--- src/rtl/stopwatch_core_pkg.sv ---
// Shared types and constants for the stopwatch timekeeping stage.
package stopwatch_core_pkg;

  typedef enum logic [1:0] {
    ST_IDLE  = 2'd0,
    ST_RUN   = 2'd1,
    ST_PAUSE = 2'd2
  } sw_state_t;

  localparam logic [3:0] BCD_MAX9 = 4'd9;
  localparam logic [3:0] BCD_MAX5 = 4'd5;
  localparam int MSEC_PER_CSEC_DEFAULT = 10;

  // Value a BCD digit takes after this cycle, given its increment request.
  function automatic logic [3:0] bcd_next(input logic [3:0] d, input logic inc,
                                          input logic [3:0] max);
    if (!inc) return d;
    if (d == max) return 4'd0;
    return d + 4'd1;
  endfunction

endpackage

--- src/rtl/stopwatch_core_if.sv ---
// Control strobes in, display digits and status out, for the stopwatch stage.
interface stopwatch_core_if;
  import stopwatch_core_pkg::*;

  // All inputs are single-cycle qualified strobes with no backpressure:
  // a strobe is consumed in the cycle it is high, there is no ready path.
  logic       clk_msec;
  logic       btn_start;
  logic       btn_lap;
  logic       btn_clear;
  logic [3:0] min10;
  logic [3:0] min1;
  logic [3:0] sec10;
  logic [3:0] sec1;
  logic [3:0] csec10;
  logic [3:0] csec1;
  logic       running;
  logic       lap_active;
  logic       wrap;
  sw_state_t  state;

  modport master (
    output clk_msec, btn_start, btn_lap, btn_clear,
    input  min10, min1, sec10, sec1, csec10, csec1,
    input  running, lap_active, wrap, state
  );

  modport slave (
    input  clk_msec, btn_start, btn_lap, btn_clear,
    output min10, min1, sec10, sec1, csec10, csec1,
    output running, lap_active, wrap, state
  );
endinterface

--- src/rtl/stopwatch_core_bcd_mod_counter.sv ---
// One BCD digit counting 0..MAX, with a combinational carry into the next digit.
module bcd_mod_counter
  import stopwatch_core_pkg::*;
#(
  parameter logic [3:0] MAX = BCD_MAX9
) (
  input  logic       clk,
  input  logic       reset_p,
  input  logic       clr,
  input  logic       inc,
  output logic [3:0] digit,
  output logic       carry
);

  assign carry = inc && (digit == MAX);

  always_ff @(posedge clk) begin
    if (reset_p || clr) digit <= 4'd0;
    else                digit <= bcd_next(digit, inc, MAX);
  end

endmodule

--- src/rtl/stopwatch_core.sv ---
// Stopwatch: run/pause/clear FSM, msec prescaler, six-digit BCD chain and lap hold.
module stopwatch_core
  import stopwatch_core_pkg::*;
#(
  parameter int MSEC_PER_CSEC = MSEC_PER_CSEC_DEFAULT
) (
  input logic             clk,
  input logic             reset_p,
  stopwatch_core_if.slave sw
);

  localparam logic [3:0] PRESC_TC = 4'(MSEC_PER_CSEC - 1);

  sw_state_t   state;
  logic [3:0]  presc;
  logic        lap_active;
  logic        wrap_q;
  logic [23:0] lap_q;
  logic [23:0] live_next;

  logic [3:0] d_cs1, d_cs10, d_s1, d_s10, d_m1, d_m10;
  logic       c_cs1, c_cs10, c_s1, c_s10, c_m1, c_m10;
  logic       clear_ev, start_ev, lap_ev, count_en, csec_inc;

  // Priority clear > start > lap; a clear seen outside RUN is consumed even
  // in IDLE, so a coincident start does not act there.
  assign clear_ev = (state == ST_PAUSE) && sw.btn_clear;
  assign start_ev = sw.btn_start && !(sw.btn_clear && state != ST_RUN);
  assign lap_ev   = (state == ST_RUN) && sw.btn_lap && !sw.btn_start;
  assign count_en = (state == ST_RUN) && sw.clk_msec;
  assign csec_inc = count_en && (presc == PRESC_TC);

  bcd_mod_counter #(.MAX(BCD_MAX9)) u_csec1 (
    .clk(clk), .reset_p(reset_p), .clr(clear_ev), .inc(csec_inc), .digit(d_cs1), .carry(c_cs1));
  bcd_mod_counter #(.MAX(BCD_MAX9)) u_csec10 (
    .clk(clk), .reset_p(reset_p), .clr(clear_ev), .inc(c_cs1), .digit(d_cs10), .carry(c_cs10));
  bcd_mod_counter #(.MAX(BCD_MAX9)) u_sec1 (
    .clk(clk), .reset_p(reset_p), .clr(clear_ev), .inc(c_cs10), .digit(d_s1), .carry(c_s1));
  bcd_mod_counter #(.MAX(BCD_MAX5)) u_sec10 (
    .clk(clk), .reset_p(reset_p), .clr(clear_ev), .inc(c_s1), .digit(d_s10), .carry(c_s10));
  bcd_mod_counter #(.MAX(BCD_MAX9)) u_min1 (
    .clk(clk), .reset_p(reset_p), .clr(clear_ev), .inc(c_s10), .digit(d_m1), .carry(c_m1));
  bcd_mod_counter #(.MAX(BCD_MAX5)) u_min10 (
    .clk(clk), .reset_p(reset_p), .clr(clear_ev), .inc(c_m1), .digit(d_m10), .carry(c_m10));

  // Lap captures the post-edge count so a coincident increment is included.
  assign live_next = {bcd_next(d_m10, c_m1, BCD_MAX5),  bcd_next(d_m1, c_s10, BCD_MAX9),
                      bcd_next(d_s10, c_s1, BCD_MAX5),  bcd_next(d_s1, c_cs10, BCD_MAX9),
                      bcd_next(d_cs10, c_cs1, BCD_MAX9), bcd_next(d_cs1, csec_inc, BCD_MAX9)};

  always_ff @(posedge clk) begin
    if (reset_p) begin
      state      <= ST_IDLE;
      presc      <= 4'd0;
      lap_active <= 1'b0;
      lap_q      <= 24'd0;
      wrap_q     <= 1'b0;
    end else begin
      wrap_q <= c_m10;
      if (clear_ev)      presc <= 4'd0;
      else if (count_en) presc <= (presc == PRESC_TC) ? 4'd0 : presc + 4'd1;
      case (state)
        ST_IDLE: if (start_ev) state <= ST_RUN;
        ST_RUN: begin
          if (start_ev) begin
            state      <= ST_PAUSE;
            lap_active <= 1'b0;
          end else if (lap_ev) begin
            lap_active <= !lap_active;
            if (!lap_active) lap_q <= live_next;
          end
        end
        ST_PAUSE: begin
          if (clear_ev) begin
            state      <= ST_IDLE;
            lap_active <= 1'b0;
            lap_q      <= 24'd0;
          end else if (start_ev) begin
            state <= ST_RUN;
          end
        end
        default: state <= ST_IDLE;
      endcase
    end
  end

  assign sw.min10      = lap_active ? lap_q[23:20] : d_m10;
  assign sw.min1       = lap_active ? lap_q[19:16] : d_m1;
  assign sw.sec10      = lap_active ? lap_q[15:12] : d_s10;
  assign sw.sec1       = lap_active ? lap_q[11:8]  : d_s1;
  assign sw.csec10     = lap_active ? lap_q[7:4]   : d_cs10;
  assign sw.csec1      = lap_active ? lap_q[3:0]   : d_cs1;
  assign sw.running    = (state == ST_RUN);
  assign sw.lap_active = lap_active;
  assign sw.wrap       = wrap_q;
  assign sw.state      = state;

endmodule

--- src/flat_wrapper.sv ---
// flat-port wrapper written by rule: the top's interface ports become plain ports
module stopwatch_core_flat import stopwatch_core_pkg::*;
#(
  parameter int MSEC_PER_CSEC = MSEC_PER_CSEC_DEFAULT
)
  (clk, reset_p, sw_clk_msec, sw_btn_start, sw_btn_lap, sw_btn_clear, sw_min10, sw_min1, sw_sec10, sw_sec1, sw_csec10, sw_csec1, sw_running, sw_lap_active, sw_wrap, sw_state);
  stopwatch_core_if sw_i ();
  input logic clk;
  input logic reset_p;
  input wire logic [$bits(sw_i.clk_msec)-1:0] sw_clk_msec;
  input wire logic [$bits(sw_i.btn_start)-1:0] sw_btn_start;
  input wire logic [$bits(sw_i.btn_lap)-1:0] sw_btn_lap;
  input wire logic [$bits(sw_i.btn_clear)-1:0] sw_btn_clear;
  output wire logic [$bits(sw_i.min10)-1:0] sw_min10;
  output wire logic [$bits(sw_i.min1)-1:0] sw_min1;
  output wire logic [$bits(sw_i.sec10)-1:0] sw_sec10;
  output wire logic [$bits(sw_i.sec1)-1:0] sw_sec1;
  output wire logic [$bits(sw_i.csec10)-1:0] sw_csec10;
  output wire logic [$bits(sw_i.csec1)-1:0] sw_csec1;
  output wire logic [$bits(sw_i.running)-1:0] sw_running;
  output wire logic [$bits(sw_i.lap_active)-1:0] sw_lap_active;
  output wire logic [$bits(sw_i.wrap)-1:0] sw_wrap;
  output wire logic [$bits(sw_i.state)-1:0] sw_state;
  assign sw_i.clk_msec = sw_clk_msec;
  assign sw_i.btn_start = sw_btn_start;
  assign sw_i.btn_lap = sw_btn_lap;
  assign sw_i.btn_clear = sw_btn_clear;
  assign sw_min10 = sw_i.min10;
  assign sw_min1 = sw_i.min1;
  assign sw_sec10 = sw_i.sec10;
  assign sw_sec1 = sw_i.sec1;
  assign sw_csec10 = sw_i.csec10;
  assign sw_csec1 = sw_i.csec1;
  assign sw_running = sw_i.running;
  assign sw_lap_active = sw_i.lap_active;
  assign sw_wrap = sw_i.wrap;
  assign sw_state = sw_i.state;
  stopwatch_core #(.MSEC_PER_CSEC(MSEC_PER_CSEC)) u_core (.clk(clk), .reset_p(reset_p), .sw(sw_i));
endmodule
--- config.mk ---
export PLATFORM = sky130hd
export DESIGN_NAME = stopwatch_core_flat
export DESIGN_NICKNAME = d
export VERILOG_FILES = /design/src/rtl/stopwatch_core_pkg.sv /design/src/rtl/stopwatch_core_if.sv /design/src/rtl/stopwatch_core_bcd_mod_counter.sv /design/src/rtl/stopwatch_core.sv /design/src/flat_wrapper.sv
export SDC_FILE = /design/constraint.sdc
export NUM_CORES = 1
export LEC_CHECK = 0
export ABC_AREA = 0
export BUFFER_PORTS_ARGS = -buffer_cell sky130_fd_sc_hd__clkbuf_2
export CORE_ASPECT_RATIO = 1.25
export CORE_MARGIN = 2
export CORE_UTILIZATION = 55
export CTS_CLUSTER_DIAMETER = 200
export DETAILED_ROUTE_END_ITERATION = 6
export GPL_TIMING_DRIVEN = 0
export PLACE_DENSITY = 0.85
export SYNTH_ARGS = -nofsm -noshare
export SYNTH_HDL_FRONTEND = slang
export SYNTH_SLANG_ARGS = --single-unit
--- constraint.sdc ---
create_clock -name clk -period 3.1 [get_ports clk]
set_input_delay 0.775 -clock clk [delete_from_list [all_inputs] [get_ports clk]]
set_output_delay 0.775 -clock clk [all_outputs]
set_load 0.05 [all_outputs]
==> results of run 1 <==
[power groups by stage]
stage	registers (mW)	clock network (mW)	logic (mW)
after global placement	0.746	0	0.133
after CTS	0.730	0.386	0.136
after global routing	0.731	0.413	0.146
after floorplan	0.758	0	0.0827
after detailed placement	0.746	0	0.135
final	0.729	0.382	0.136
[cells by family after synthesis]
group,after synthesis,share of synthesized area (%)
AO/OA/AOI/OAI,58,15.57
XOR/XNOR,14,4.541
adder cells (fa/ha/maj),4,1.854
buffers and inverters,23,3.429
flip-flops,56,41.52
multiplexers,24,9.963
AND/OR/NAND/NOR,108,23.12
[per-layer routing]
metal  vias up  GRT usage [%]  share of wire (%)
li1       1101              -                  -
met1      1101          29.01                 44
met2        52          40.60                 50
met3         7          3.930                4.1
met4         0          7.755                1.2
met5         -              0                  0
[worst paths after layout]
path	start	end	slack, ns	cells after the start
worst min-delay path	u_core.lap_q[11]$_SDFFE_PP0P_	u_core.lap_q[11]$_SDFFE_PP0P_	0.46	1
worst min register to register	u_core.lap_q[11]$_SDFFE_PP0P_	u_core.lap_q[11]$_SDFFE_PP0P_	0.46	1
worst max-delay path	u_core.sw.lap_active$_SDFFE_PP0P_	sw_csec10[1]	0.34	3
worst max register to register	u_core.sw.state[1]$_SDFFE_PP0P_	u_core.lap_q[20]$_SDFFE_PP0P_	0.87	8
[registers in the layout, summed over array words and instances (netlist names)]
| signal | count |
|---|---|
| u_core.lap_q | 24 |
| u_core.presc | 4 |
| u_core.sw.lap_active | 1 |
| u_core.sw.state | 2 |
| u_core.sw.wrap | 1 |
| u_core.u_csec1.digit | 4 |
| u_core.u_csec10.digit | 4 |
| u_core.u_min1.digit | 4 |
| u_core.u_min10.digit | 4 |
| u_core.u_sec1.digit | 4 |
| u_core.u_sec10.digit | 4 |
[cell type report]
class	instances	area, sq um
fill	381	1712
tap	60	75.07
clock buffer	6	72.57
multi-input combinational	208	1486
clock inverter	1	5.005
buffer	14	58.81
inverter	9	33.78
timing repair buffer	33	165.2
sequential	56	1121
[stage by stage]
step	worst slack (ns)	hold WS, ns
after detailed placement	0.6892	0.4452
after CTS	0.3319	0.4659
final	0.3384	0.4633
after global placement	0.6510	0.4389
after floorplan	0.4181	0.4269
after global routing	0.2674	0.4808
[placed cells by master, fill, tap and decap left out, types with 3 or more instances in the layout]
cell | netlist | routed
nor3_1 | 5 | 5
buf_1 | 3 | 3
o2bb2ai_1 | 19 | 19
ha_1 | 4 | 4
nand4_1 | 4 | 4
inv_1 | 9 | 9
nor2b_1 | 9 | 9
nand2_1 | 19 | 19
xor2_1 | 7 | 7
xnor2_1 | 7 | 7
clkbuf_8 | 0 | 5
a22oi_1 | 3 | 3
mux2i_1 | 4 | 4
and4bb_4 | 3 | 3
mux2_2 | 19 | 19
a21oi_1 | 8 | 8
o21ai_0 | 13 | 13
nand2b_1 | 5 | 5
nor3b_1 | 9 | 9
dfxtp_1 | 56 | 56
clkbuf_1 | 8 | 9
a31oi_1 | 3 | 3
nor2_1 | 34 | 34
clkbuf_2 | 0 | 33
[worst max-delay path, cell delays in order, from the launching register on]
cell and delay [ns]:
dfxtp_1 0.43, buf_1 0.57, mux2_2 0.42, clkbuf_2 0.24
==> qor.csv, run 1 <==
metric;value;unit
outcome;finished clean;
cts_root_buffer;clkbuf_8;
avgSynthCellArea;9.408;sq um
final_util;63.81;%
cts.sinks;56;
synth_edf_count;0;
power;1.247;mW
critPathLaunchType;register;
cts_tree;yes;
dp_cells;380;
postPlaceCellArea;0.002940;sq mm
n_antenna_cell;0;
syn_inst;287;
synth_ff_type;dfxtp_1;
leakagePower;1.139;nW
drive_gt1_share;21.71;%
die_area;0.005489;sq mm
critPathArrivalTime;1.99;ns
antenna_found_initial;0;
clk_pin_slew;0.10;ns
clock_path_buffers;2;
num_io_pins;35;
grt_max_degree;16;
clock_latency;0.31;ns
wl_per_cell;15.51;microns
synth_top_area_share;41.52;%
setup_viol;0;
hpwl;4294;microns
maxCapViolations;0;
synth_top_cell_by_area;dfxtp_1;
nNetsFinal;337;
syn2layout_area_growth;11.77;%
timing.critical_path.fanout_max;10;
via_count;2261;
cts_hold_buf;0;
core_area;0.004730;sq mm
synth_area;0.002700;sq mm
syn_nets;297;
synthTopCellsByCount;56 x dfxtp_1, 34 x nor2_1, 19 x mux2_2, 19 x nand2_1, 19 x o2bb2ai_1;
power_density;413.2;mW/mm^2
max_freq;362.1;MHz
io_buffers;33;
grt_overflow;0;
cts_made_buffers;5;
grt_pass1_vias;2148;
cp-end-kind;primary output;
criticalPathCategory;register to primary output;
die_w;66.67;microns
grt.total_usage;23.27;%
design_area;0.003018;sq mm
final_cells;387;
period_minus_slack;2.762;ns
ant_nets;0;
hold_viol;0;
cts_max_level;2;
p_sw_share;26.49;%
vias_per_cell;5.842;
synth-seq-area-share;41.52;%
worst_ep_required_time;2.32;ns
async_flop_share;0;%
place_congestion;0.8233;
initial_utilization;57.09;%
ys_top_cells_by_area;dfxtp_1 42%, mux2_2 7.9%, o2bb2ai_1 6.2%;
ys_warn_count;0;
slew_viol_final;0;
drt-initial-drc-count;117;
drt-pass1-iter-count;4;
cts_setup_buffers;0;
p_seq_share;58.5;%
ys_ff_latch;56;
ir_drop;0.0003022;V
yosysMostFrequentCell;dfxtp_1;
slew_headroom;52.61;%
combPwrFrac;10.9;%
drc;0;
finalCritPeriodShare;89.08;%
routed_wirelength;6004;microns
finalClockSkew;0.008122;ns
grt_pass1_wl;9873;microns
hp-class;register to register;
synth_cell_types;49;
cts-resized-gates;0;
rsz0062_at_grt;no;
switchingPower;0.3303;mW
clkPwrFrac;30.6;%
setup-tns-final;0;ns
die_y;82.34;microns
worst-slew-pin-transition;0.7109;ns
internal_power;0.9167;mW
rows;28;
Power figures use the tool's default switching activity.
==> run 2, diff against run 1 <==
--- a/config.mk
+++ b/config.mk
@@ -9,7 +9,7 @@
 export BUFFER_PORTS_ARGS = -buffer_cell sky130_fd_sc_hd__clkbuf_2
 export CORE_ASPECT_RATIO = 1.25
 export CORE_MARGIN = 2
-export CORE_UTILIZATION = 55
+export CORE_UTILIZATION = 52
 export CTS_CLUSTER_DIAMETER = 200
 export DETAILED_ROUTE_END_ITERATION = 6
 export GPL_TIMING_DRIVEN = 0
@@ -17,3 +17,4 @@
 export SYNTH_ARGS = -nofsm -noshare
 export SYNTH_HDL_FRONTEND = slang
 export SYNTH_SLANG_ARGS = --single-unit
+export TNS_END_PERCENT = 10
==> constraint.sdc (replaced) <==
create_clock -name clk -period 2.3 [get_ports clk]
set_input_delay 0.575 -clock clk [delete_from_list [all_inputs] [get_ports clk]]
set_output_delay 0.575 -clock clk [all_outputs]
set_load 0.05 [all_outputs]
==> run 2 against run 1 <==
Against the previous run: sequential power grew 35%; register-to-register slack worse by 0.64 ns; setup slack worse by 0.26 ns; die area grew 5.5%; cell area is 1.2% higher; core utilization decreased by 3.2 points; largest power group unchanged; combinational power is 37% higher; largest cell class unchanged; sequential cell count is the same.
==> qor.csv, run 2 (synthesis gave the netlist of run 1 again) <==
metric;value;unit;change
finalClockSkew;0.004188;ns;-0.003934 ns
clk_pin_slew;0.09;ns;about the same
critPathLaunchType;register;;
ir_drop;0.0003149;V;+4.2%
grt_pass1_wl;9756;microns;-1.2%
worstPathCellList;clkbuf_4 > mux2_2 > clkbuf_2;;
grt_max_degree;16;;unchanged
cts.sinks;56;;unchanged
drive_gt1_share;23.17;%;+1.5 points
layout_commonest_cell;dfxtp_1;;
drt-pass1-iter-count;4;;unchanged
initial_utilization;53.54;%;-3.6 points
setup_viol;0;;unchanged
via_count;2195;;-2.9%
grt_pass1_vias;2099;;-2.3%
largest_reg_flops;24;;unchanged
maxCapViolations;0;;unchanged
num_io_pins;35;;unchanged
power_density;563.8;mW/mm^2;+36%
post-place-ws;0.09148;ns;-0.5977 ns
fin_ws;0.08148;ns;-0.2570 ns
r2r_setup_slack;0.23;ns;-0.64 ns
final_cell_mix;55 x dfxtp_1, 34 x clkbuf_2, 34 x nor2_1;;
core_area;0.005044;sq mm;+6.6%
timing.critical_path.fanout_max;10;;unchanged
syn2layout_area_growth;13.16;%;
place_congestion;0.8021;;-2.6%
die_y;84.57;microns;+2.7%
rsz0062_at_grt;no;;
cts_setup_buffers;0;;unchanged
period_minus_slack;2.219;ns;
nNetsFinal;337;;unchanged
n_antenna_cell;0;;unchanged
slew_headroom;63.11;%;+11 points
slowest_delay;0.45;ns;-0.12 ns
routed_wirelength;5806;microns;-3.3%
critPathArrivalTime;1.64;ns;-0.35 ns
setup-tns-final;0;ns;unchanged
timing.hold.ws;0.4654;ns;+0.002134 ns
postPlaceCellArea;0.002957;sq mm;+0.55%
final_cells;390;;+0.78%
rows;29;;+3.6%
crit_buf_inv;2;;unchanged
vias_per_cell;5.628;;-3.7%
hp-class;register to register;;
worst_ep_required_time;1.73;ns;-0.59 ns
grt_overflow;0;;unchanged
finalCritPeriodShare;96.46;%;
criticalPathCategory;register to primary output;;
ant_nets;0;;unchanged
clock_latency;0.31;ns;about the same
dp_cells;382;;+0.53%
slowest_stage;dfxtp_1;;
top_register;u_core.lap_q;;
cts_max_level;2;;unchanged
die_area;0.005788;sq mm;+5.5%
slew_viol_final;0;;unchanged
max_freq;450.8;MHz;
drc;0;;unchanged
leakagePower;1.156;nW;+1.5%
hpwl;4109;microns;-4.3%
grt.total_usage;21.63;%;-1.6 points
io_buffers;33;;unchanged
cpLargestDelayFamily;buffers and inverters;;
worst-slew-pin-transition;0.5533;ns;-0.1576 ns
cts_made_buffers;5;;unchanged
cts_root_buffer;clkbuf_8;;
cts_tree;yes;;
antenna_found_initial;0;;unchanged
wl_per_cell;14.89;microns;-4.0%
clock_path_buffers;2;;unchanged
drt-initial-drc-count;69;;-41%
cp-end-kind;primary output;;
design_area;0.003055;sq mm;+1.2%
outcome;finished clean;;
die_w;68.45;microns;+2.7%
hold_viol;0;;unchanged
run 2: worst reg2reg max path: cells and delay by family, from the launching register on:
family,cells,cell delay (ns)
fa+ha+maj,1,0.18
xor+xnor,1,0.22
compound gates,1,0.10
buf+inv,3,0.57
flops,1,0.36
simple gates,3,0.52
run 2: power breakdown:
part	internal, mW	switching, mW	leakage (nW)
combinational	0.0574	0.129	0.659
sequential	0.976	0.00926	0.452
clock	0.247	0.305	0.0455
run 2: layout make-up:
class                   count  area [sq um]
well taps                  62         77.57
flip-flops and latches     56          1122
clock buffers               8         90.09
inverters                   9         33.78
fillers                   425          1988
multi-input cells         208          1499
repair buffers             33         165.2
plain buffers              14         67.56
run 2: worst paths after layout:
path | startpoint | endpoint | depth (start not counted)
max | u_core.sw.lap_active$_SDFFE_PP0P_ | sw_min10[2] | 3
min | u_core.lap_q[1]$_SDFFE_PP0P_ | u_core.lap_q[1]$_SDFFE_PP0P_ | 2
max reg2reg | u_core.sw.state[1]$_SDFFE_PP0P_ | u_core.lap_q[18]$_SDFFE_PP0P_ | 9
min reg2reg | u_core.lap_q[1]$_SDFFE_PP0P_ | u_core.lap_q[1]$_SDFFE_PP0P_ | 2
run 2: per-stage QoR:
| step | utilization (%) | power (mW) |
|---|---|---|
| global route | 60.58 | 1.783 |
| finish | 60.58 | 1.723 |
| detailed placement | 58.62 | 1.190 |
| CTS | 60.46 | 1.726 |
| floorplan | - | 1.139 |
| global placement | 58.62 | 1.189 |
run 2: repair_timing:
| action | CTS | global route |
|---|---|---|
| resized for setup | 2 | 6 |
| pin swaps | 0 | 0 |
| hold buffers | 0 | 0 |
| setup endpoints to repair | 19 | 43 |
run 2: metal layers:
metal | wire, microns | GRT usage, % | vias to the layer above | share of wire, %
met4 | 133 | 8.000 | 0 | 2.3
li1 | - | - | 1105 | -
met3 | 177 | 3.083 | 13 | 3.0
met2 | 2794 | 34.88 | 37 | 48
met5 | 0 | 0 | - | 0
met1 | 2700 | 28.76 | 1040 | 47
==> run 3, diff against run 2 <==
--- a/config.mk
+++ b/config.mk
@@ -9,7 +9,7 @@
 export BUFFER_PORTS_ARGS = -buffer_cell sky130_fd_sc_hd__clkbuf_2
 export CORE_ASPECT_RATIO = 1.25
 export CORE_MARGIN = 2
-export CORE_UTILIZATION = 52
+export CORE_UTILIZATION = 55
 export CTS_CLUSTER_DIAMETER = 200
 export DETAILED_ROUTE_END_ITERATION = 6
 export GPL_TIMING_DRIVEN = 0
==> constraint.sdc (replaced) <==
create_clock -name clk -period 2.7 [get_ports clk]
set_input_delay 0.675 -clock clk [delete_from_list [all_inputs] [get_ports clk]]
set_output_delay 0.675 -clock clk [all_outputs]
set_load 0.05 [all_outputs]
==> run 3 against run 2 <==
Against the previous run: cell area shrank 1.2%; core utilization grew 3.3 points; clock power decreased by 20%; critical endpoint unchanged; wire length increased by 3.5%; largest power group unchanged; sequential cell count unchanged.
==> qor.csv, run 3 (synthesis gave the netlist of run 1 again) <==
metric;value;unit;change
antenna_found_initial;0;;unchanged
grt_use_met3;3.930;%;+0.85 points
via_count;2262;;+3.1%
wl_per_cell;15.52;microns;+4.3%
drt-initial-drc-count;120;;+74%
ant_nets;0;;unchanged
slew_viol_final;0;;unchanged
switchingPower;0.3820;mW;-14%
p_sw_share;26.62;%;+0.91 points
cts_tree;yes;;
hold_viol;0;;unchanged
cts.sinks;56;;unchanged
grt_pass1_vias;2148;;+2.3%
hp-class;register to register;;
nNetsFinal;337;;unchanged
syn2layout_area_growth;11.82;%;
initial_utilization;57.09;%;+3.6 points
postPlaceCellArea;0.002940;sq mm;-0.55%
leakagePower;1.142;nW;-1.2%
io_buffers;33;;unchanged
p_seq_share;58.4;%;+1.2 points
n_antenna_cell;0;;unchanged
core_area;0.004730;sq mm;-6.2%
slew_headroom;56.50;%;-6.6 points
top_register;u_core.lap_q;;
die_w;66.67;microns;-2.6%
num_io_pins;35;;unchanged
place_congestion;0.8233;;+2.6%
setup-tns-final;0;ns;unchanged
drc;0;;unchanged
clock_path_buffers;2;;unchanged
max_freq;381.1;MHz;
cts_made_buffers;5;;unchanged
finalCritPeriodShare;97.19;%;
cts_setup_buffers;0;;unchanged
largest_reg_flops;24;;unchanged
hpwl;4294;microns;+4.5%
clkPwrFrac;30.7;%;-1.3 points
busiest_layer;met2;;
drt-pass1-iter-count;5;;+1
grt.met2_usage;40.60;%;+5.7 points
worst_ep_required_time;2.03;ns;+0.30 ns
setup_viol;0;;unchanged
criticalPathCategory;register to primary output;;
outcome;finished clean;;
clock_latency;0.31;ns;about the same
cts-resized-gates;0;;-2
rows;28;;-3.4%
layout_commonest_cell;dfxtp_1;;
drive_gt1_share;22.02;%;-1.2 points
grt_util_met1;29.01;%;+0.24 points
grt.total_usage;23.27;%;+1.6 points
design_area;0.003019;sq mm;-1.2%
cts_max_level;2;;unchanged
r2r_setup_slack;0.44;ns;+0.21 ns
ir_drop;0.0003462;V;+10%
grt_max_degree;16;;unchanged
die_area;0.005489;sq mm;-5.2%
cts_root_buffer;clkbuf_8;;
power_density;475.3;mW/mm^2;-16%
vias_per_cell;5.845;;+3.9%
rsz0062_at_grt;no;;
clk_pin_slew;0.10;ns;about the same
critPathLaunchType;register;;
maxCapViolations;0;;unchanged
final_cell_mix;56 x dfxtp_1, 34 x clkbuf_2, 34 x nor2_1;;
cp-end-kind;primary output;;
routed_wirelength;6007;microns;+3.5%
worst-slew-pin-transition;0.6525;ns;+0.09925 ns
die_y;82.34;microns;-2.6%
timing.critical_path.fanout_max;10;;unchanged
cts_hold_buf;0;;unchanged
critPathArrivalTime;1.95;ns;+0.31 ns
internal_power;1.053;mW;-18%
combPwrFrac;10.9;%;about the same
period_minus_slack;2.624;ns;
grt_overflow;0;;unchanged
grt_pass1_wl;9873;microns;+1.2%
finalClockSkew;0.008527;ns;+0.004340 ns
==> run 3: layout make-up <==
type / instances / area [sq um]
fillers: 380 / 1710
multi-input cells: 208 / 1486
flip-flops and latches: 56 / 1121
repair buffers: 33 / 165.2
well taps: 60 / 75.07
clock buffers: 6 / 72.57
plain buffers: 14 / 60.06
inverters: 9 / 33.78
clock inverters: 1 / 5.005
==> run 3: final timing paths <==
path                                                   startpoint                       endpoint  depth (start not counted)
worst max register to register    u_core.sw.state[1]$_SDFFE_PP0P_  u_core.lap_q[20]$_SDFFE_PP0P_                          8
worst max-delay path            u_core.sw.lap_active$_SDFFE_PP0P_                    sw_min10[2]                          3
worst min register to register      u_core.lap_q[11]$_SDFFE_PP0P_  u_core.lap_q[11]$_SDFFE_PP0P_                          1
worst min-delay path                u_core.lap_q[11]$_SDFFE_PP0P_  u_core.lap_q[11]$_SDFFE_PP0P_                          1
==> run 3: critical path: stages, from the launching register on <==
cell      delay, ns
dfxtp_1        0.44
buf_1          0.53
mux2_2         0.42
clkbuf_2       0.24
==> run 3: stage by stage <==
stage | power [mW] | util (%) | setup slack, ns | hold WS (ns) | cells
after floorplan | 0.9657 | - | 0.01808 | 0.4269 | 287
after global placement | 1.010 | 62.17 | 0.3510 | 0.4389 | 380
after detailed placement | 1.012 | 62.17 | 0.3892 | 0.4452 | 380
after CTS | 1.436 | 63.81 | 0.03191 | 0.4659 | 387
after global routing | 1.481 | 63.84 | 0.008324 | 0.4808 | 387
final | 1.435 | 63.84 | 0.07585 | 0.4630 | 387
==> run 3: per-layer routing <==
layer  wire length [microns]  vias to the layer above  part of all wire, %
met4                      79                        0                  1.3
met2                    2998                       54                   50
met3                     228                        9                  3.8
li1                        -                     1101                    -
met5                       0                        -                    0
met1                    2700                     1098                   45
==> run 3: power by group through the flow <==
stage | logic, mW | clock network (mW) | registers (mW)
after floorplan | 0.0950 | 0 | 0.871
after global placement | 0.153 | 0 | 0.857
after detailed placement | 0.155 | 0 | 0.857
after CTS | 0.156 | 0.443 | 0.838
after global routing | 0.167 | 0.475 | 0.839
final | 0.157 | 0.441 | 0.838
